**src/rtl/llr_fmt_pkg.sv**
```systemverilog
// llr_fmt_pkg: mode encodings, sat counter width and magnitude clip helper shared by the LLR converter
package llr_fmt_pkg;
    localparam logic MODE_T2S = 1'b0;
    localparam logic MODE_S2T = 1'b1;
    localparam int SAT_CNT_W = 16;
    function automatic logic [31:0] sat_mag(input logic [31:0] mag, input int mag_width);
        logic [31:0] lim;
        lim = (32'd1 << mag_width) - 32'd1;
        return mag > lim ? lim : mag;
    endfunction
endpackage

```
**src/rtl/llr_fmt_lane.sv**
```systemverilog
// llr_fmt_lane: per-lane sign/magnitude split (first half) and clip/pack (second half), both combinational
module llr_fmt_lane
    import llr_fmt_pkg::*;
#(
    parameter int DATA_WIDTH = 6,
    parameter int MAG_WIDTH  = 5
) (
    input  logic [DATA_WIDTH-1:0] raw,
    input  logic                  raw_mode,
    output logic                  sign,
    output logic [DATA_WIDTH-1:0] mag,
    input  logic                  s_sign,
    input  logic [DATA_WIDTH-1:0] s_mag,
    input  logic                  s_mode,
    output logic [MAG_WIDTH:0]    pack,
    output logic                  sat
);
    logic [MAG_WIDTH-1:0] clip;
    logic [MAG_WIDTH:0]   ext;
    always_comb begin
        sign = raw[DATA_WIDTH-1];
        // |most negative| still fits because mag is treated as unsigned
        mag  = raw_mode == MODE_S2T ? {1'b0, raw[DATA_WIDTH-2:0]} : (sign ? -raw : raw);
        clip = MAG_WIDTH'(sat_mag(32'(s_mag), MAG_WIDTH));
        sat  = 32'(clip) != 32'(s_mag);
        ext  = {1'b0, clip};
        pack = s_mode == MODE_S2T ? (s_sign ? -ext : ext) : {s_sign, clip};
    end
endmodule

```
**src/rtl/llr_fmt_conv.sv**
```systemverilog
// llr_fmt_conv: two-stage multi-lane T2S/S2T LLR converter with saturation and valid/ready flow control.
// Define LLR_FMT_SAT_CNT_EN to add the saturated-lane counter (sat_cnt_clr, sat_cnt).
module llr_fmt_conv
    import llr_fmt_pkg::*;
#(
    parameter int DATA_WIDTH = 6,
    parameter int MAG_WIDTH  = 5,
    parameter int LANES      = 4
) (
    input  logic                           clk,
    input  logic                           rst_n,
    input  logic                           in_valid,
    output logic                           in_ready,
    input  logic                           in_mode,
    input  logic [LANES*DATA_WIDTH-1:0]    in_data,
    output logic                           out_valid,
    input  logic                           out_ready,
    output logic [LANES*(MAG_WIDTH+1)-1:0] out_data,
`ifdef LLR_FMT_SAT_CNT_EN
    input  logic                           sat_cnt_clr,
    output logic [SAT_CNT_W-1:0]           sat_cnt,
`endif
    output logic [LANES-1:0]               out_sat
);
    logic                                 s1_valid, s1_mode, s2_valid, s1_load, s2_load;
    logic [LANES-1:0]                     sign_d, sign_q, sat_d, sat_q;
    logic [LANES-1:0][DATA_WIDTH-1:0]     mag_d, mag_q;
    logic [LANES*(MAG_WIDTH+1)-1:0]       pack_d;

    for (genvar i = 0; i < LANES; i++) begin : g_lane
        llr_fmt_lane #(.DATA_WIDTH(DATA_WIDTH), .MAG_WIDTH(MAG_WIDTH)) u_lane (
            .raw      (in_data[i*DATA_WIDTH +: DATA_WIDTH]),
            .raw_mode (in_mode),
            .sign     (sign_d[i]),
            .mag      (mag_d[i]),
            .s_sign   (sign_q[i]),
            .s_mag    (mag_q[i]),
            .s_mode   (s1_mode),
            .pack     (pack_d[i*(MAG_WIDTH+1) +: MAG_WIDTH+1]),
            .sat      (sat_d[i])
        );
    end

    always_comb begin
        s2_load   = !s2_valid || out_ready;
        s1_load   = !s1_valid || s2_load;
        in_ready  = s1_load;
        out_valid = s2_valid;
        out_sat   = s2_valid ? sat_q : '0;
    end

    always_ff @(posedge clk) begin
        if (!rst_n) begin
            s1_valid <= 1'b0;
            s2_valid <= 1'b0;
            out_data <= '0;
            sat_q    <= '0;
        end else begin
            if (s1_load) begin
                s1_valid <= in_valid;
                s1_mode  <= in_mode;
                sign_q   <= sign_d;
                mag_q    <= mag_d;
            end
            if (s2_load) s2_valid <= s1_valid;
            // an idle S2 keeps its last word; only real beats overwrite it
            if (s2_load && s1_valid) begin
                out_data <= pack_d;
                sat_q    <= sat_d;
            end
        end
    end

`ifdef LLR_FMT_SAT_CNT_EN
    localparam int CW = SAT_CNT_W + 1;
    logic [SAT_CNT_W:0] cnt_sum;
    always_comb cnt_sum = {1'b0, sat_cnt} + CW'($countones(out_sat));
    always_ff @(posedge clk) begin
        if (!rst_n || sat_cnt_clr) sat_cnt <= '0;
        else if (out_valid && out_ready) sat_cnt <= cnt_sum[SAT_CNT_W] ? '1 : cnt_sum[SAT_CNT_W-1:0];
    end
`endif
endmodule

```
**config.mk**
```make
export PLATFORM = sky130hd
export DESIGN_NAME = llr_fmt_conv
export DESIGN_NICKNAME = d
export VERILOG_FILES = /design/src/rtl/llr_fmt_pkg.sv /design/src/rtl/llr_fmt_lane.sv /design/src/rtl/llr_fmt_conv.sv
export SDC_FILE = /design/constraint.sdc
export NUM_CORES = 1
export LEC_CHECK = 0
export BUFFER_PORTS_ARGS = -buffer_cell sky130_fd_sc_hd__buf_2
export CORE_MARGIN = 1
export CORE_UTILIZATION = 25
export DETAILED_ROUTE_END_ITERATION = 10
export PLACE_DENSITY = 0.42
export SYNTH_ARGS = -nofsm -noshare
export SYNTH_HDL_FRONTEND = slang
export SYNTH_HIERARCHICAL = 1
export SYNTH_SLANG_ARGS = --single-unit
```
**constraint.sdc**
```tcl
create_clock -name clk -period 5 [get_ports clk]
set_clock_uncertainty 0.15 [all_clocks]
set_input_delay 1 -clock clk [delete_from_list [all_inputs] [get_ports clk]]
set_output_delay 1 -clock clk [all_outputs]
set_load 0.01 [all_outputs]
```
# == Yosys cells after proc, flatten, opt, wreduce, memory -nomap -nowiden ==
# Index checks and enable logic that the tools add are counted.
# word_totals
regBits,59
wordCells,65
inputBits,29
# op_classes
n_eq_ne,4
n_addsub,8
n_reduce_logical,10
n_mux,21
n_bitwise,4
order_cmp,4
# op_table
op,n
$mux 5,12
$mux 6,8
$gt 6x5->1 const B,4
$ne 5x6->1,4
$neg 5->6,4
$neg 6->6,4
$reduce_or 2->1,4
$mux 4,1
$not 1->1,4
$logic_not 1->1,2
$logic_or 1x1->1,2
$reduce_and 2->1,1
$logic_and 1x1->1,1

# == Longest topological paths before layout ==
# Gate-level depths: netlist of the first run.
# logic_depth
word_depth,5
depth_mapped,8
depth_no_buf,8

# == Modules after synthesis ==
# Netlist of the first run, hierarchy kept.
# by_module_without_submodules
mod,cells_each,instances,area_per_inst_um2
llr_fmt_conv,164,1,2135.8
llr_fmt_lane,40,4,247.7

# == Worst setup path before layout of the first run ==
# Ideal clock, no wire load.
# synth_path
kind,input port to flip-flop
startpoint,in rst_n
endpoint,"reg mag_q[0] (netlist name), enable pin"
arrival_time_ns,2.242
stages,4
setup_slack_ns,2.219
required_time_ns,4.461
path_buffers,3
cell_sequence,clkbuf_1 buf_4 buf_2 and2_1
# synth_via
elab_chain_cells,1
# synth_lines
item,line_no,source
from (decl),llr_fmt_conv.sv:11,"input logic rst_n,"
$reduce_and 2->1 (no source line),-,
to (signal assigned),llr_fmt_conv.sv:63,mag_q <= mag_d;
to (decl),llr_fmt_conv.sv:27,"logic [LANES-1:0][DATA_WIDTH-1:0] mag_d, mag_q;"
# No other way between the ends.
# A chain may end at the register's enable or synchronous reset.

# == Final worst setup path of the first run ==
# layout_path
startpoint,in out_ready
endpoint,out in_ready
# layout_via
elab_chain_cells,2
# layout_lines
item,line_no,source
from (decl),llr_fmt_conv.sv:17,"input logic out_ready,"
$logic_or 1x1->1,llr_fmt_conv.sv:45,s2_load = !s2_valid || out_ready;
$logic_or 1x1->1,llr_fmt_conv.sv:46,s1_load = !s1_valid || s2_load;
to (decl),llr_fmt_conv.sv:13,"output logic in_ready,"
# No other way between the ends.

==> results of run 1 <==
-- metrics by stage --
step / setup slack [ns] / area [um2]
floorplan: 2.22 / 3130
global placement: 2.27 / 3480
detailed placement: 2.27 / 3480
CTS: 2.26 / 3760
global route: 2.24 / 3760
finish: 2.28 / 3760
-- cells in the mapped netlist (all sizes together) (5+ instances only) --
cell type  number
nand2          61
nor2           40
dfxtp          30
edfxtp         29
mux2i          28
inv            20
buf            13
xor2           12
a21oi           9
clkbuf          9
ha              8
xnor2           8
nor2b           6
and2            5
-- metal layers --
layer  global-route usage, %  up-vias
met5                       0        -
met3                    2.55       13
li1                        -     1174
met2                    15.4       46
met1                    14.6      977
met4                    8.31        0
-- path summary, 6_finish.rpt --
path	from	end	cells past startpoint
min	out_data[5]$_SDFFE_PN0P_	out_data[5]$_SDFFE_PN0P_	2
max	out_ready	in_ready	4
max reg2reg	mag_q[23]$_DFFE_PP_	out_data[22]$_SDFFE_PN0P_	8
min reg2reg	out_data[5]$_SDFFE_PN0P_	out_data[5]$_SDFFE_PN0P_	2
-- final cells by class --
cell class / count / share of cell area (%)
clock buffers: 14 / 7.29
clock inverters: 2 / 0.266
inverters: 20 / 2.00
multi-input cells: 223 / 37.6
flip-flops and latches: 59 / 39.1
well taps: 168 / 5.59
repair buffers: 60 / 8.12
-- registers in the layout, summed over array words and instances (netlist names) --
register / flops
sign_q: 4
out_valid: 1
s1_valid: 1
s1_mode: 1
out_data: 24
mag_q: 24
sat_q: 4
-- critical path, delay by kind of cell --
kind	cells	cell delay (ns)
buffers and inverters	2	0.23
and+or+nand+nor	2	0.34
-- report_power, final --
group          total, mW  internal (mW)  switching [mW]
sequential         0.569          0.545          0.0237
clock              0.580          0.374           0.206
combinational      0.147         0.0644          0.0830
total               1.30          0.983           0.313
-- logic make-up (layout without fill, tap and decap cells) --
group,Yosys count,in the layout,synth area share (%)
adder cells (fa/ha/maj),8,8,3.20
flip-flops,59,59,47.1
multiplexers,32,32,10.4
AND/OR/NAND/NOR,141,141,21.6
AO/OA/AOI/OAI,22,22,4.40
XOR/XNOR,20,20,5.60
buffers and inverters,42,96,7.72
==> load_flow_metrics.sql, run 1 <==
INSERT INTO impl_metrics (metric_group, metric, value, unit) VALUES
('cells_and_area', 'mostFrequentLayoutCells', '61 x sky130_fd_sc_hd__nand2_1, 58 x sky130_fd_sc_hd__buf_2, 40 x sky130_fd_sc_hd__nor2_1, 30 x sky130_fd_sc_hd__dfxtp_1, 29 x sky130_fd_sc_hd__edfxtp_1', ''),
('detailed_routing', 'detail_route.wl_per_cell', '11.8', 'um'),
('grt', 'groute.usage.overall', '11.0', '%'),
('detailed_routing', 'routed-via-count', '2210', ''),
('cells_and_area', 'layout.area.seq', '1470', 'um2'),
('detailed_routing', 'drcViolationCount', '0', ''),
('outcome', 'outcome', 'finished clean', ''),
('logic_synthesis', 'netlist_top_cells_area', 'sky130_fd_sc_hd__edfxtp_1 28%, sky130_fd_sc_hd__dfxtp_1 19%, sky130_fd_sc_hd__mux2i_1 9.0%, sky130_fd_sc_hd__nand2_1 7.3%, sky130_fd_sc_hd__nor2_1 4.8%', ''),
('sta', 'fin_tns_setup', '0', 'ns'),
('placement', 'place_congestion', '0.741', ''),
('die', 'die_h', '114', 'um'),
('job', 'maxCapViolCount', '0', ''),
('logic_synthesis', 'synth_area', '3130', 'um2'),
('logic_synthesis', 'yosys.cell_types.count', '31', ''),
('worst_setup_path', 'crit_path_start_kind', 'primary input', ''),
('clock_network', 'clock_sink_count', '59', ''),
('logic_synthesis', 'syn-mean-instance-area', '9.65', 'um2'),
('logic_synthesis', 'synth_edf_count', '29', ''),
('power_and_ir_drop', 'power_leakage', '1.63', 'nW'),
('clock_network', 'cts_hold_buffers', '0', ''),
('sta', 'drv_slew', '0', ''),
('power_and_ir_drop', 'cellPowerDensity', '345', 'nW/um2'),
('clock_network', 'clkLatencyLatePin', '0.33', 'ns'),
('worst_setup_path', 'critical_path_class', 'in -> out', ''),
('die', 'placementRows', '40', ''),
('logic_synthesis', 'synth-main-ff-cell', 'sky130_fd_sc_hd__dfxtp_1', ''),
('cells_and_area', 'final_common_cell', 'sky130_fd_sc_hd__nand2_1', ''),
('die', 'dieWidth', '114', 'um'),
('clock_network', 'cts_resized', '0', ''),
('placement', 'hpwlAfterDp', '4.81', 'mm'),
('detailed_routing', 'firstDrtPassIters', '4', ''),
('clock_network', 'cts-buffers-inserted', '9', ''),
('grt', 'grt_pass1_wl', '10.6', 'mm'),
('worst_setup_path', 'cp_slowest_cell', 'sky130_fd_sc_hd__and2b_4', ''),
('clock_network', 'cts.reportedPaths.clkPinSlew', '0.05', 'ns'),
('detailed_routing', 'detailroute.wirelength.met3', '306', 'um'),
('clock_network', 'cts.htree.levels', '3', ''),
('grt', 'grt_start_max_net_pins', '59', ''),
('detailed_routing', 'drt.antenna.violating_nets', '0', ''),
('worst_setup_path', 'cp_arrival', '1.57', 'ns'),
('clock_network', 'clock-root-buffer', 'sky130_fd_sc_hd__clkbuf_16', ''),
('logic_synthesis', 'synth.ff_latch_count', '59', ''),
('logic_synthesis', 'synth_sequential_area_ratio', '47.1', '%'),
('worst_setup_path', 'critPathMostFrequentCell', 'sky130_fd_sc_hd__buf_2', ''),
('logic_synthesis', 'synthesis.yosys.warnings', '6', ''),
('worst_setup_path', 'worstPathCellList', 'buf_2 -> and2b_4 -> nand2_1 -> buf_2', ''),
('die', 'core-area', '12100', 'um2'),
('logic_synthesis', 'yosys.area.top_type_share', '27.9', '%'),
('detailed_routing', 'detailroute.wirelength.met2', '2.59', 'mm'),
('sta', 'setup_viol', '0', ''),
('detailed_routing', 'via_per_inst', '4.05', ''),
('detailed_routing', 'drt_iter0_drc', '89', ''),
('worst_setup_path', 'crit_path_max_incr_delay', '0.27', 'ns'),
('placement', 'dpl.cell_count', '530', ''),
('cells_and_area', 'share_of_cells_above_drive_strength_1', '22.2', '%'),
('cells_and_area', 'area_growth_syn_to_layout', '20.2', '%'),
('sta', 'max_slew_margin', '30.4', '%'),
('worst_setup_path', 'critPathCaptureType', 'output port', ''),
('grt', 'grt_pass1_vias', '2162', ''),
('clock_network', 'clock_path_buffers', '2', ''),
('die', 'boundaryPins', '59', ''),
('clock_network', 'tritoncts', 'built', ''),
('worst_setup_path', 'reg2reg_setup_slack', '3.04', 'ns'),
('cells_and_area', 'layout.cells.non_filler', '546', ''),
('detailed_routing', 'met1_length', '3.35', 'mm'),
('sta', 'period_share', '54.5', '%'),
('logic_synthesis', 'syn-instance-count', '324', ''),
('clock_network', 'number_of_buffers_added_for_setup_after_cts', '0', ''),
('detailed_routing', 'drt_wl_total', '6.46', 'mm'),
('detailed_routing', 'highest-signal-layer', 'met4', ''),
('logic_synthesis', 'asyncSetResetFlopFracSynth', '0', '%');
No activity file was read; power rests on OpenSTA's default activity.
==> run 2, diff against run 1 <==
Clock period 5 ns to 2.75 ns, I/O delays scaled along.
==> run 2 against run 1 <==
  * Count of clock-buffer cells in the layout up 1
  * Flip-flop and latch count stayed put
  * Setup slack worse by 1.4 ns
  * Sequential power rose by 83%
  * Critical path type is now reg -> reg
  * Cell count grew 0.18%
  * Highest routed layer unchanged
  * First-iteration DRC count shrank 35%
==> load_flow_metrics.sql, run 2 (same netlist as run 1, synthesis figures left out) <==
INSERT INTO impl_metrics (metric_group, metric, value, unit) VALUES
('die', 'core-area', '12100', 'um2'),
('sta', 'period_share', '69.2', '%'),
('power_and_ir_drop', 'power_leakage', '1.62', 'nW'),
('clock_network', 'number_of_buffers_added_for_setup_after_cts', '0', ''),
('detailed_routing', 'via_per_inst', '4.03', ''),
('sta', 'worst-slew-pin-transition', '0.551', 'ns'),
('die', 'boundaryPins', '59', ''),
('die', 'placementRows', '40', ''),
('detailed_routing', 'routed-via-count', '2204', ''),
('clock_network', 'clkLatencyLatePin', '0.32', 'ns'),
('placement', 'io_buffers', '58', ''),
('clock_network', 'cts.reportedPaths.clkPinSlew', '0.05', 'ns'),
('cells_and_area', 'final_common_cell', 'sky130_fd_sc_hd__nand2_1', ''),
('sta', 'setup_viol', '0', ''),
('worst_hold_path', 'hp-class', 'in -> reg', ''),
('cells_and_area', 'antenna_cells', '0', ''),
('clock_network', 'cts_hold_buffers', '0', ''),
('die', 'die-area', '13000', 'um2'),
('grt', 'grt_pass1_vias', '2197', ''),
('sta', 'fin_tns_setup', '0', 'ns'),
('detailed_routing', 'drcViolationCount', '0', ''),
('die', 'dieWidth', '114', 'um'),
('worst_setup_path', 'cp_arrival', '1.96', 'ns'),
('grt', 'grt_pass1_wl', '10.7', 'mm'),
('clock_network', 'clock_path_buffers', '2', ''),
('worst_setup_path', 'path_max_fanout', '8', ''),
('die', 'floorplan.initialDensity', '25.8', '%'),
('placement', 'placed_area', '3500', 'um2'),
('sta', 'drv_slew', '0', ''),
('cells_and_area', 'final_design_utilization', '31.0', '%'),
('cells_and_area', 'layout.area.seq', '1470', 'um2'),
('worst_setup_path', 'worstPathCellList', 'or2_1 -> inv_1 -> ha_1 -> nor3b_1 -> o21ai_0 -> nor2b_1 -> nand2_1 -> mux2i_1', ''),
('worst_setup_path', 'cp.buffers_inverters', '1', ''),
('grt', 'grt_start_max_net_pins', '59', ''),
('sta', 'setup_repair_after_global_routing_missed_its_margin', 'false', ''),
('cells_and_area', 'mostFrequentLayoutCells', '61 x sky130_fd_sc_hd__nand2_1, 58 x sky130_fd_sc_hd__buf_2, 40 x sky130_fd_sc_hd__nor2_1, 30 x sky130_fd_sc_hd__dfxtp_1, 29 x sky130_fd_sc_hd__edfxtp_1', ''),
('clock_network', 'clock-root-buffer', 'sky130_fd_sc_hd__clkbuf_16', ''),
('sta', 'max_slew_margin', '63.3', '%'),
('outcome', 'outcome', 'finished clean', ''),
('detailed_routing', 'drt_iter0_drc', '58', ''),
('cells_and_area', 'final_net_count', '411', ''),
('worst_setup_path', 'critPathCaptureType', 'register', ''),
('worst_setup_path', 'cp_data_required_time', '2.81', 'ns'),
('sta', 'final-hold-violation-count', '0', ''),
('worst_setup_path', 'crit_path_max_incr_delay', '0.51', 'ns'),
('clock_network', 'cts_resized', '0', ''),
('cells_and_area', 'fin_area', '3750', 'um2'),
('clock_network', 'clock_sink_count', '59', ''),
('detailed_routing', 'drt_wl_total', '6.56', 'mm'),
('detailed_routing', 'detail_route.wl_per_cell', '12.0', 'um'),
('clock_network', 'tritoncts', 'built', ''),
('detailed_routing', 'drt.antenna.violating_nets', '0', ''),
('die', 'die_h', '114', 'um'),
('worst_setup_path', 'critical_path_class', 'reg -> reg', ''),
('cells_and_area', 'num-fill-cells', '1320', ''),
('grt', 'grt.overflow.total', '0', ''),
('cells_and_area', 'area_growth_syn_to_layout', '19.9', '%'),
('cells_and_area', 'share_of_cells_above_drive_strength_1', '21.4', '%'),
('clock_network', 'cts-buffers-inserted', '9', ''),
('grt', 'grt_antenna_before_repair', '0', ''),
('power_and_ir_drop', 'cellPowerDensity', '605', 'nW/um2'),
('worst_setup_path', 'cp_slowest_cell', 'sky130_fd_sc_hd__edfxtp_1', ''),
('cells_and_area', 'largest_registers', 'mag_q x24, out_data x24', ''),
('worst_setup_path', 'crit_path_start_kind', 'register', ''),
('detailed_routing', 'firstDrtPassIters', '4', ''),
('worst_setup_path', 'path_delay_family', 'simple AND/OR/NAND/NOR gates', ''),
('sta', 'finalCriticalPeriod', '1.90', 'ns'),
('job', 'maxCapViolCount', '0', ''),
('placement', 'place_congestion', '0.783', ''),
('power_and_ir_drop', 'vdd_drop_max', '0.000274', 'V'),
('cells_and_area', 'multiInputGateArea', '1410', 'um2'),
('sta', 'achievable-frequency', '526', 'MHz'),
('sta', 'worst_hold_slack', '0.278', 'ns'),
('clock_network', 'cts.htree.levels', '3', ''),
('placement', 'hpwlAfterDp', '4.86', 'mm'),
('grt', 'groute.usage.overall', '10.8', '%');
[run 2: stage by stage]
stage               setup WS [ns]  total power [mW]  cells
floorplan                   0.419              1.24    324
global placement            0.856              1.32    531
detailed placement          0.856              1.33    531
CTS                         0.842              2.31    547
global route                0.659              2.38    547
finish                      0.847              2.27    547
[run 2: final timing paths]
path,from,to,slack [ns],cells after the start
worst max-delay path,mag_q[5]$_DFFE_PP_,out_data[4]$_SDFFE_PN0P_,0.85,8
worst max register to register,mag_q[5]$_DFFE_PP_,out_data[4]$_SDFFE_PN0P_,0.85,8
worst min-delay path,in_data[17],sign_q[2]$_DFFE_PP_,0.28,1
worst min register to register,out_data[4]$_SDFFE_PN0P_,out_data[4]$_SDFFE_PN0P_,0.30,2
[run 2: cell type report]
class	count	share of cell area, %
repair buffers	61	8.68
multi-input cells	223	37.7
clock buffers	15	6.61
flip-flops and latches	59	39.3
inverters	20	2.00
well taps	168	5.61
clock inverters	1	0.134
[run 2: worst reg2reg max path, stage by stage, from the launching register on]
cell                       delay (ns)
sky130_fd_sc_hd__edfxtp_1        0.51
sky130_fd_sc_hd__or2_1           0.29
sky130_fd_sc_hd__inv_1           0.06
sky130_fd_sc_hd__ha_1            0.16
sky130_fd_sc_hd__nor3b_1         0.28
sky130_fd_sc_hd__o21ai_0         0.10
sky130_fd_sc_hd__nor2b_1         0.13
sky130_fd_sc_hd__nand2_1         0.06
sky130_fd_sc_hd__mux2i_1         0.07
[run 2: layer usage]
metal	global-route usage [%]	wire [um]	share of wire (%)	vias up
li1	-	-	-	1176
met1	14.5	3450	53	973
met4	5.19	99	1.5	0
met5	0	0	0	-
met2	15.5	2680	41	47
met3	3.67	335	5.1	8
[run 2: power by group]
| part | switching (mW) | internal [mW] |
|---|---|---|
| Sequential | 0.0432 | 0.992 |
| Combinational | 0.151 | 0.120 |
| Clock | 0.354 | 0.608 |
| Total | 0.548 | 1.72 |
==> run 3, diff against run 2 <==
Settings changed: ABC_AREA from default to 1, PLACE_DENSITY 0.42 to 0.43.
Clock period 2.75 ns to 1.7 ns, I/O delays scaled along.
==> run 3 against run 2 <==
  * Synthesized cell count is 52% higher
  * Critical path depth is 1 higher
  * Global-route usage is 1.2 points higher
  * Area after synthesis is 10% higher
  * First-iteration DRC count grew to 3.1 times the previous value
  * Die area is 10% higher
  * Clock power is 84% higher
  * Core utilization is 1.5 points higher
  * Non-clock buffer count is 14 higher
  * Flip-flop and latch count stayed put
  * Largest cell class is now multi-input gates
  * Largest power group is now clock
==> load_flow_metrics.sql, run 3 <==
INSERT INTO impl_metrics (metric_group, metric, value, unit) VALUES
('outcome', 'outcome', 'finished clean', ''),
('logic_synthesis', 'syn-instance-count', '492', ''),
('placement', 'place_congestion', '0.792', ''),
('die', 'dieWidth', '119', 'um'),
('power_and_ir_drop', 'power_leakage', '2.22', 'nW'),
('die', 'die_h', '119', 'um'),
('grt', 'groute.layer.met1.usage', '14.8', '%'),
('cells_and_area', 'share_of_cells_above_drive_strength_1', '22.5', '%'),
('logic_synthesis', 'yosys.cell_types.count', '18', ''),
('sta', 'achievable-frequency', '622', 'MHz'),
('logic_synthesis', 'synth_edf_count', '29', ''),
('power_and_ir_drop', 'portion_of_total_power_attributed_to_combinational_logic', '14.7', '%'),
('logic_synthesis', 'yosys.area.top_type_share', '25.2', '%'),
('cells_and_area', 'mostFrequentLayoutCells', '117 x sky130_fd_sc_hd__nand2_1, 94 x sky130_fd_sc_hd__inv_1, 62 x sky130_fd_sc_hd__nor2_1, 58 x sky130_fd_sc_hd__buf_2, 42 x sky130_fd_sc_hd__nand3_1', ''),
('die', 'core-area', '13300', 'um2'),
('cells_and_area', 'multiInputGateArea', '1520', 'um2'),
('detailed_routing', 'drt_iter0_drc', '182', ''),
('logic_synthesis', 'synth_sequential_area_ratio', '42.6', '%'),
('sta', 'setup_repair_after_global_routing_missed_its_margin', 'true', ''),
('detailed_routing', 'drt_wl_total', '7.99', 'mm'),
('logic_synthesis', 'synth_top_cell_by_area', 'sky130_fd_sc_hd__edfxtp_1', ''),
('worst_setup_path', 'crit_path_start_kind', 'register', ''),
('worst_setup_path', 'cp_data_required_time', '1.76', 'ns'),
('worst_hold_path', 'hp-class', 'in -> reg', ''),
('sta', 'finalCriticalPeriod', '1.61', 'ns'),
('worst_setup_path', 'path_max_fanout', '6', ''),
('grt', 'grt_pass1_wl', '13.7', 'mm'),
('cells_and_area', 'final_common_cell', 'sky130_fd_sc_hd__nand2_1', ''),
('power_and_ir_drop', 'power.switching', '1.03', 'mW'),
('clock_network', 'clkLatencyLatePin', '0.32', 'ns'),
('die', 'boundaryPins', '59', ''),
('detailed_routing', 'detail_route.wl_per_cell', '10.9', 'um'),
('logic_synthesis', 'netlist_top_cells_area', 'sky130_fd_sc_hd__edfxtp_1 25%, sky130_fd_sc_hd__dfxtp_1 17%, sky130_fd_sc_hd__nand2_1 13%, sky130_fd_sc_hd__inv_1 11%, sky130_fd_sc_hd__nor2_1 7.8%', ''),
('worst_setup_path', 'critPathCaptureType', 'register', ''),
('worst_setup_path', 'critPathMostFrequentCell', 'sky130_fd_sc_hd__nor2_1', ''),
('worst_setup_path', 'critical_path_class', 'reg -> reg', ''),
('clock_network', 'cts_hold_buffers', '0', ''),
('worst_setup_path', 'worstPathCellList', 'buf_4 -> nor2_1 -> nand3_1 -> nor2_1 -> nor2_1 -> inv_1 -> nand3_1 -> nand2_1 -> nor2_1', ''),
('grt', 'grt.overflow.total', '0', ''),
('grt', 'grt.met2_usage', '20.1', '%'),
('worst_setup_path', 'cp_arrival', '1.67', 'ns'),
('worst_setup_path', 'crit_path_max_incr_delay', '0.50', 'ns'),
('placement', 'io_buffers', '58', ''),
('power_and_ir_drop', 'total_power', '4.02', 'mW'),
('clock_network', 'cts.reportedPaths.clkPinSlew', '0.05', 'ns'),
('worst_setup_path', 'cp_slowest_cell', 'sky130_fd_sc_hd__edfxtp_1', ''),
('clock_network', 'clock_sink_count', '59', ''),
('cells_and_area', 'final_net_count', '588', ''),
('die', 'placementRows', '42', ''),
('grt', 'global_route.usage.met3', '2.97', '%'),
('sta', 'drv_slew', '0', ''),
('clock_network', 'clock_path_buffers', '2', ''),
('cells_and_area', 'antenna_cells', '0', ''),
('clock_network', 'cts-buffers-inserted', '9', ''),
('sta', 'setup_viol', '0', ''),
('logic_synthesis', 'asyncSetResetFlopFracSynth', '0', '%'),
('grt', 'groute.usage.overall', '12.0', '%'),
('cells_and_area', 'num-fill-cells', '1446', ''),
('grt', 'grt-busiest-layer', 'met2', ''),
('detailed_routing', 'drt.antenna.violating_nets', '0', ''),
('power_and_ir_drop', 'power.share.sequential', '41.4', '%'),
('die', 'floorplan.initialDensity', '25.9', '%'),
('cells_and_area', 'largest_registers', 'mag_q x24, out_data x24', ''),
('clock_network', 'tritoncts', 'built', ''),
('clock_network', 'cts.htree.levels', '3', ''),
('logic_synthesis', 'synth.ff_latch_count', '59', ''),
('power_and_ir_drop', 'vdd_drop_max', '0.000460', 'V'),
('sta', 'final-hold-violation-count', '0', ''),
('logic_synthesis', 'synthesis.yosys.warnings', '6', ''),
('detailed_routing', 'firstDrtPassIters', '5', ''),
('power_and_ir_drop', 'netSwitchingFraction', '25.5', '%'),
('grt', 'grt_start_max_net_pins', '58', ''),
('logic_synthesis', 'yosys-top-cells-count', '117 x sky130_fd_sc_hd__nand2_1, 97 x sky130_fd_sc_hd__inv_1, 72 x sky130_fd_sc_hd__nor2_1, 43 x sky130_fd_sc_hd__nand3_1', ''),
('detailed_routing', 'via_per_inst', '4.16', ''),
('sta', 'worst-slew-pin-transition', '0.336', 'ns'),
('logic_synthesis', 'synth_area', '3450', 'um2'),
('placement', 'hpwlAfterDp', '5.52', 'mm'),
('detailed_routing', 'routed-via-count', '3043', ''),
('logic_synthesis', 'syn-mean-instance-area', '7.01', 'um2'),
('logic_synthesis', 'syn-num-nets', '529', ''),
('grt', 'grt_antenna_before_repair', '0', ''),
('sta', 'max_slew_margin', '77.6', '%'),
('detailed_routing', 'drcViolationCount', '0', ''),
('logic_synthesis', 'synthMostInstantiatedCell', 'sky130_fd_sc_hd__nand2_1', ''),
('cells_and_area', 'layout.area.seq', '1470', 'um2'),
('sta', 'period_share', '94.5', '%'),
('clock_network', 'clock-root-buffer', 'sky130_fd_sc_hd__clkbuf_16', ''),
('logic_synthesis', 'synth-main-ff-cell', 'sky130_fd_sc_hd__dfxtp_1', ''),
('sta', 'worst_hold_slack', '0.0541', 'ns'),
('grt', 'grt_pass1_vias', '3059', ''),
('power_and_ir_drop', 'intPower', '3.00', 'mW'),
('cells_and_area', 'area_growth_syn_to_layout', '25.5', '%'),
('power_and_ir_drop', 'cellPowerDensity', '929', 'nW/um2'),
('job', 'maxCapViolCount', '0', ''),
('power_and_ir_drop', 'power.share.clock', '43.9', '%'),
('die', 'die-area', '14300', 'um2');
## run 3: layout make-up
type | count | share of cell area [%]
Tap cell | 176 | 5.09
Clock buffer | 15 | 6.68
Multi-Input combinational cell | 309 | 35.1
Timing Repair Buffer | 75 | 10.5
Sequential cell | 59 | 34.0
Inverter | 97 | 8.50
Clock inverter | 1 | 0.116
## run 3: final timing paths
path	from	end	slack [ns]	cells after the start
worst max-delay path	mag_q[17]$_DFFE_PP_	out_data[17]$_SDFFE_PN0P_	0.09	9
worst min register to register	out_data[4]$_SDFFE_PN0P_	out_data[4]$_SDFFE_PN0P_	0.32	2
worst max register to register	mag_q[17]$_DFFE_PP_	out_data[17]$_SDFFE_PN0P_	0.09	9
worst min-delay path	in_data[17]	sign_q[2]$_DFFE_PP_	0.05	1
## run 3: stage by stage
step / setup TNS (ns) / setup WS [ns] / cell area (um2) / utilization, % / instances
floorplan: 0 / 0.0132 / 3460 / - / 492
global placement: 0 / 0.124 / 3910 / 29.3 / 708
detailed placement: 0 / 0.0673 / 3910 / 29.3 / 708
CTS: 0 / 0.0455 / 4200 / 31.5 / 724
global route: -0.243 / -0.0973 / 4330 / 32.4 / 732
finish: 0 / 0.0927 / 4330 / 32.4 / 732
## run 3: worst max-delay path: cells and delay by family, from the launching register on
family | cells | cell delay [ns]
AND/OR/NAND/NOR | 7 | 0.63
buffers and inverters | 2 | 0.22
flip-flops | 1 | 0.50
## run 3: kinds of logic (layout without fill, tap and decap cells)
family                   count (synthesis)  after routing  share of synthesized area (%)
AND/OR/NAND/NOR                        255            255                           31.9
buffers and inverters                  124            188                           15.4
flip-flops                              59             59                           42.6
AO/OA/AOI/OAI                           42             42                           6.09
adder cells (fa/ha/maj)                  8              8                           2.90
XOR/XNOR                                 4              4                           1.02
## run 3: power by group through the flow
stage | clock (mW) | sequential, mW | combinational [mW]
2_1_floorplan | 0 | 1.70 | 0.377
3_3_place_gp | 0 | 1.69 | 0.558
3_5_place_dp | 0 | 1.69 | 0.566
4_1_cts | 1.83 | 1.66 | 0.571
5_1_grt | 1.89 | 1.68 | 0.685
6_report | 1.77 | 1.67 | 0.590
## run 3: metal layers
layer | vias up | routed length [um]
met5 | - | 0
met4 | 0 | 122
met3 | 8 | 327
met2 | 60 | 3650
met1 | 1354 | 3890
li1 | 1621 | -
## run 3: repair_timing
item | in CTS | in global routing
buffers inserted | 0 | 8
setup endpoints to repair | 0 | 5
gates resized for setup | 0 | 21
